===== src/rtl/pc_fetch_unit.sv =====
`default_nettype none
// ============================================================================
// Module  : pc_fetch_unit
// Brief   : 8-bit program counter and one-deep fetch stage for the control
//           unit; optional return stack enabled by defining PC_STACK_EN.
// Revision: 1.0
// ============================================================================
module pc_fetch_unit #(
    parameter int ADDR_WIDTH  = 8,
    parameter int STACK_DEPTH = 4
) (
    input  logic                  i_clk,
    input  logic                  i_reset,
    input  logic                  i_ctrlLoadPC,
    input  logic                  i_ctrlIncrPC,
    input  logic                  i_ctrlPCNOe,
    input  logic                  i_ctrlCall,
    input  logic                  i_ctrlRet,
    input  logic [7:0]            i_bus,
    output logic [7:0]            o_bus,
    output logic                  o_busDrive,
    output logic [ADDR_WIDTH-1:0] o_romAddr,
    input  logic [7:0]            i_romData,
    output logic [7:0]            o_instruction,
    output logic                  o_instrValid,
    output logic                  o_pcWrap,
    output logic                  o_stackErr
);

    typedef enum logic [0:0] {
        PEND = 1'b0,
        HOLD = 1'b1
    } fetchState_t;

    fetchState_t           r_state;
    logic [ADDR_WIDTH-1:0] r_pc;
    logic [ADDR_WIDTH-1:0] w_pcNext;
    logic [ADDR_WIDTH-1:0] w_pcIncr;
    logic                  w_wrap;
    logic                  w_pcChange;

    assign w_pcIncr   = r_pc + ADDR_WIDTH'(1);
    assign w_pcChange = (w_pcNext != r_pc);

    assign o_romAddr  = r_pc;
    assign o_busDrive = ~i_ctrlPCNOe;
    assign o_bus      = o_busDrive ? r_pc[7:0] : 8'h00;

`ifdef PC_STACK_EN
    localparam int c_IDX_W = (STACK_DEPTH > 1) ? $clog2(STACK_DEPTH) : 1;
    localparam int c_SP_W  = c_IDX_W + 1;

    logic [ADDR_WIDTH-1:0] r_stack [STACK_DEPTH];
    logic [c_SP_W-1:0]     r_sp;
    logic                  w_push;
    logic                  w_pop;
    logic                  w_stackErrSet;
    logic [c_IDX_W-1:0]    w_topIdx;
    logic [c_IDX_W-1:0]    w_pushIdx;

    assign w_topIdx  = c_IDX_W'(r_sp - c_SP_W'(1));
    assign w_pushIdx = c_IDX_W'(r_sp);

    // Ret outranks Call, which outranks Load, which outranks Incr.
    always_comb begin
        w_pcNext      = r_pc;
        w_wrap        = 1'b0;
        w_push        = 1'b0;
        w_pop         = 1'b0;
        w_stackErrSet = 1'b0;
        if (i_ctrlRet) begin
            if (r_sp == '0) begin
                w_stackErrSet = 1'b1;
            end else begin
                w_pop    = 1'b1;
                w_pcNext = r_stack[w_topIdx];
            end
        end else if (i_ctrlCall) begin
            if (r_sp == c_SP_W'(STACK_DEPTH)) begin
                w_stackErrSet = 1'b1;
            end else begin
                w_push   = 1'b1;
                w_pcNext = ADDR_WIDTH'(i_bus);
            end
        end else if (i_ctrlLoadPC) begin
            w_pcNext = ADDR_WIDTH'(i_bus);
        end else if (i_ctrlIncrPC) begin
            w_pcNext = w_pcIncr;
            w_wrap   = &r_pc;
        end
    end

    always_ff @(posedge i_clk) begin
        if (i_reset) begin
            r_sp       <= '0;
            o_stackErr <= 1'b0;
        end else begin
            if (w_push) begin
                r_sp <= r_sp + c_SP_W'(1);
            end else if (w_pop) begin
                r_sp <= r_sp - c_SP_W'(1);
            end
            if (w_stackErrSet) begin
                o_stackErr <= 1'b1;
            end
        end
    end

    // Stack storage needs no reset; the pointer alone defines what is live.
    always_ff @(posedge i_clk) begin
        if (!i_reset && w_push) begin
            r_stack[w_pushIdx] <= w_pcIncr;
        end
    end
`else
    logic w_unusedStack;
    assign w_unusedStack = i_ctrlCall ^ i_ctrlRet;
    assign o_stackErr    = 1'b0;

    always_comb begin
        w_pcNext = r_pc;
        w_wrap   = 1'b0;
        if (i_ctrlLoadPC) begin
            w_pcNext = ADDR_WIDTH'(i_bus);
        end else if (i_ctrlIncrPC) begin
            w_pcNext = w_pcIncr;
            w_wrap   = &r_pc;
        end
    end
`endif

    always_ff @(posedge i_clk) begin
        if (i_reset) begin
            r_pc          <= '0;
            o_instruction <= 8'h00;
            o_instrValid  <= 1'b0;
            o_pcWrap      <= 1'b0;
            r_state       <= PEND;
        end else begin
            r_pc <= w_pcNext;
            if (w_wrap) begin
                o_pcWrap <= 1'b1;
            end
            case (r_state)
                // A capture is only trusted if the address stayed put across it.
                PEND: begin
                    if (!w_pcChange) begin
                        o_instruction <= i_romData;
                        o_instrValid  <= 1'b1;
                        r_state       <= HOLD;
                    end
                end
                HOLD: begin
                    if (w_pcChange) begin
                        o_instrValid <= 1'b0;
                        r_state      <= PEND;
                    end
                end
                default: begin
                    o_instrValid <= 1'b0;
                    r_state      <= PEND;
                end
            endcase
        end
    end

endmodule
`default_nettype wire


===== config.mk =====
export PLATFORM = sky130hd
export DESIGN_NAME = pc_fetch_unit
export DESIGN_NICKNAME = d
export VERILOG_FILES = /design/src/rtl/pc_fetch_unit.sv
export SDC_FILE = /design/constraint.sdc
export NUM_CORES = 1
export LEC_CHECK = 0
export CAP_MARGIN = 20
export CORE_MARGIN = 1
export CORE_UTILIZATION = 36
export CTS_BUF_LIST = sky130_fd_sc_hd__clkbuf_4
export DETAILED_ROUTE_END_ITERATION = 10
export PLACE_DENSITY_LB_ADDON = 0.25
export SYNTH_ARGS = -nofsm -noshare
export SYNTH_HDL_FRONTEND = slang
export SYNTH_SLANG_ARGS = --single-unit

===== constraint.sdc =====
create_clock -name i_clk -period 1.81 [get_ports i_clk]
set_input_delay 0.2715 -clock i_clk [delete_from_list [all_inputs] [get_ports i_clk]]
set_output_delay 0.2715 -clock i_clk [all_outputs]
set_load 0.005 [all_outputs]

==> out/qor.txt <==
Boundary Pins - 51
number of flops mapped to enable cells by yosys - 0
Tmin final - 1750 ps
Die Height - 54.3 µm
hold_ws - 319 ps
Critical Path End Type - output port
Max H-tree Level - 1
Die ar. - 0.00295 mm²
worst skew pair latency - 300 ps
Power Dens Cells - 574 mW/mm²
Design Area, Final - 0.00168 mm²
CP delay by family, top - buffers and inverters
routed vias - 1,006
top cell type's share of synthesized area - 38.6%
multiplexer area fraction after synthesis - 13.2%
grt total ovfl - 0
Fmax achieved - 0.573 GHz
clk_skew - 8.44 ps
clock sink count - 19
Die X - 54.3 µm
crit start category - flop
vias in the first global route - 918
number of antenna violations at the first check in global routing - 0
Core Util, Final - 66.7%
Worst EP required - 1540 ps
hold buffers post-CTS - 0
CTS tree - done
average size of a mapped cell - 8.71 µm²
clock tree root buffer cell - clkbuf_4
pre-CTS WS - -328 ps
Global Route met3 Usage - 4.72%
Placer Congestion - 0.830
TritonCTS buffer count - 3
worst path cell trace - nor2b_1 > clkdlybuf4s50_1
Synth Area in Compound Gates - 7.12%
Crit Path Max Fanout - 6
PortBufs - 47
post-synth cell types - 26
fin worst setup slack - 63.6 ps
Antenna Cells - 0
first-pass GRT wire length - 4.07 mm
Cells after Synth - 113
Initial Util - 39.0%
final slew viol count - 0
gr usage total - 19.5%
fraction of synthesized cell area in xor and xnor cells - 12.5%
unrepaired setup endpoints after global routing - yes
largest family of logic cells by synthesized area - simple AND/OR/NAND/NOR gates
wire per inst - 12.7 µm
# Max-Cap Violations - 0
hold crit path type - primary input to flop
share of layout cells above drive strength 1 - 21.6%
Final Setup Violations - 0
Ys Warns - 0
Placed Area - 0.00159 mm²
first-pass detailed-route iteration total - 4
Fin. Hold Viols - 0
initial DRC count - 36
critical path buffer and inverter count - 1
met1 Use GR - 25.0%
kind of critical path - flop to output port
Placeable Area - 0.00252 mm²
most numerous cell in the Yosys netlist - nor2_1
Post-synth top cells - 21 x nor2_1, 19 x dfxtp_1, 13 x mux2i_1
share of flip-flops with an asynchronous set or reset - 0%
Synth-to-Final Area Change - 70.9%
peak supply drop - 0.496 mV
total chip power - 0.000966 W
FP Rows - 18
critical path data arrival time - 1470 ps
DRC - 0
synth top area cells - dfxtp_1 39%, mux2i_1 13%, nor2_1 8.0%, xnor2_1 6.2%, xor2_1 6.2%
WL final - 2.62 mm
sequential-to-total area share from yosys stat - 38.6%
Vias/cell - 4.88
antenna-violating nets left - 0
deepest clock path buffer count - 2
largest net degree at the start of global routing - 20
Most used DFF post-synth - dfxtp_1
post-synthesis register bit count - 19
slowest stage delay, CP - 500 ps
clk slew on worst S/H paths - 110 ps
post-synthesis adder-cell area fraction - 2.54%
Synth area leader - dfxtp_1
syn nets - 138
Critical-path top delay cell - clkdlybuf4s50_1
met2 Usage GRT - 30.7%
simple-gate share of the synthesized area - 21.3%
fin crit share - 96.5%
outcome - complete, no violations
Syn Std Cell Area - 985 µm²
nets@finish - 202
Most Crowded Layer GR - met2
leak pwr - 0.707 nW
HPWL after DPL - 1.99 mm
## area by class of cell
cell class	instances	area [µm²]
Fill cell	221	840
Timing Repair Buffer	65	616
Tap cell	30	37.5
Sequential cell	19	392
Clock buffer	4	30.0
Inverter	4	15.0
Multi-Input combinational cell	84	593
## worst paths after layout
path / startpoint / to / slack (ps) / depth (start not counted)
worst min register to register: o_pcWrap / o_pcWrap / 500 / 2
worst min-delay path: i_bus[2] / o_romAddr[2] / 320 / 3
worst max-delay path: o_romAddr[3] / o_bus[3] / 60 / 2
worst max register to register: o_romAddr[2] / o_instruction[0] / 80 / 8
## what timing repair did
item / in CTS / in global routing
gates cloned: 0 / 0
endpoints found under the setup margin: 4 / 12
resized for setup: 2 / 17
pin swaps: 0 / 10
setup buffers: 0 / 1
## metal layers
metal | up-vias | share of wire [%]
li1 | 495 | -
met3 | 8 | 7.3
met4 | 0 | 2.6
met5 | - | 0
met1 | 457 | 42
met2 | 46 | 48
## cells by family (layout without fill, tap and decap cells)
| kind of cell | count (synthesis) | count (layout) |
|---|---|---|
| flip-flops | 19 | 19 |
| other | 1 | 1 |
| AND/OR/NAND/NOR | 43 | 43 |
| AO/OA/AOI/OAI | 11 | 11 |
| multiplexers | 13 | 13 |
| buffers and inverters | 10 | 73 |
| XOR/XNOR | 14 | 14 |
| adder cells (fa/ha/maj) | 2 | 2 |
## stage by stage
stage,TNS [ps],instances
after floorplan,0,113
after global placement,-2110,201
after detailed placement,-2680,201
after CTS,0,205
after global routing,-463,206
final,0,206
## power by group
| group | total (W) | internal, W | switching (W) |
|---|---|---|---|
| combinational | 0.000267 | 0.000166 | 0.000101 |
| sequential | 0.000465 | 0.000442 | 0.0000224 |
| clock | 0.000235 | 0.000101 | 0.000134 |
## state kept, by name (all words and copies together), names as in the netlist
name and count:
o_pcWrap 1, o_instruction 8, o_romAddr 8, o_instrValid 1, r_state 1
## cell usage in the layout (no fill, tap or decap), types with 2 or more instances in the layout
| master | instances |
|---|---|
| a21oi_1 | 5 |
| inv_1 | 4 |
| buf_4 | 17 |
| xor2_1 | 6 |
| nor3_2 | 2 |
| clkbuf_4 | 4 |
| mux2i_1 | 12 |
| nand2_1 | 4 |
| o21a_1 | 2 |
| nand3_1 | 2 |
| dfxtp_2 | 6 |
| xnor2_1 | 7 |
| clkdlybuf4s50_1 | 43 |
| nor2_1 | 21 |
| nor2b_1 | 8 |
| dfxtp_1 | 12 |
| dlymetal6s2s_1 | 3 |
## worst register-to-register path, cell delays in order (launching register included)
cell	delay, ps
dfxtp_4	380
xor2_2	140
nor3_2	230
a41oi_2	160
nor2_1	140
ha_2	200
buf_6	130
mux2i_1	180
nor2_1	60
No activity file was read; power rests on OpenSTA's default activity.
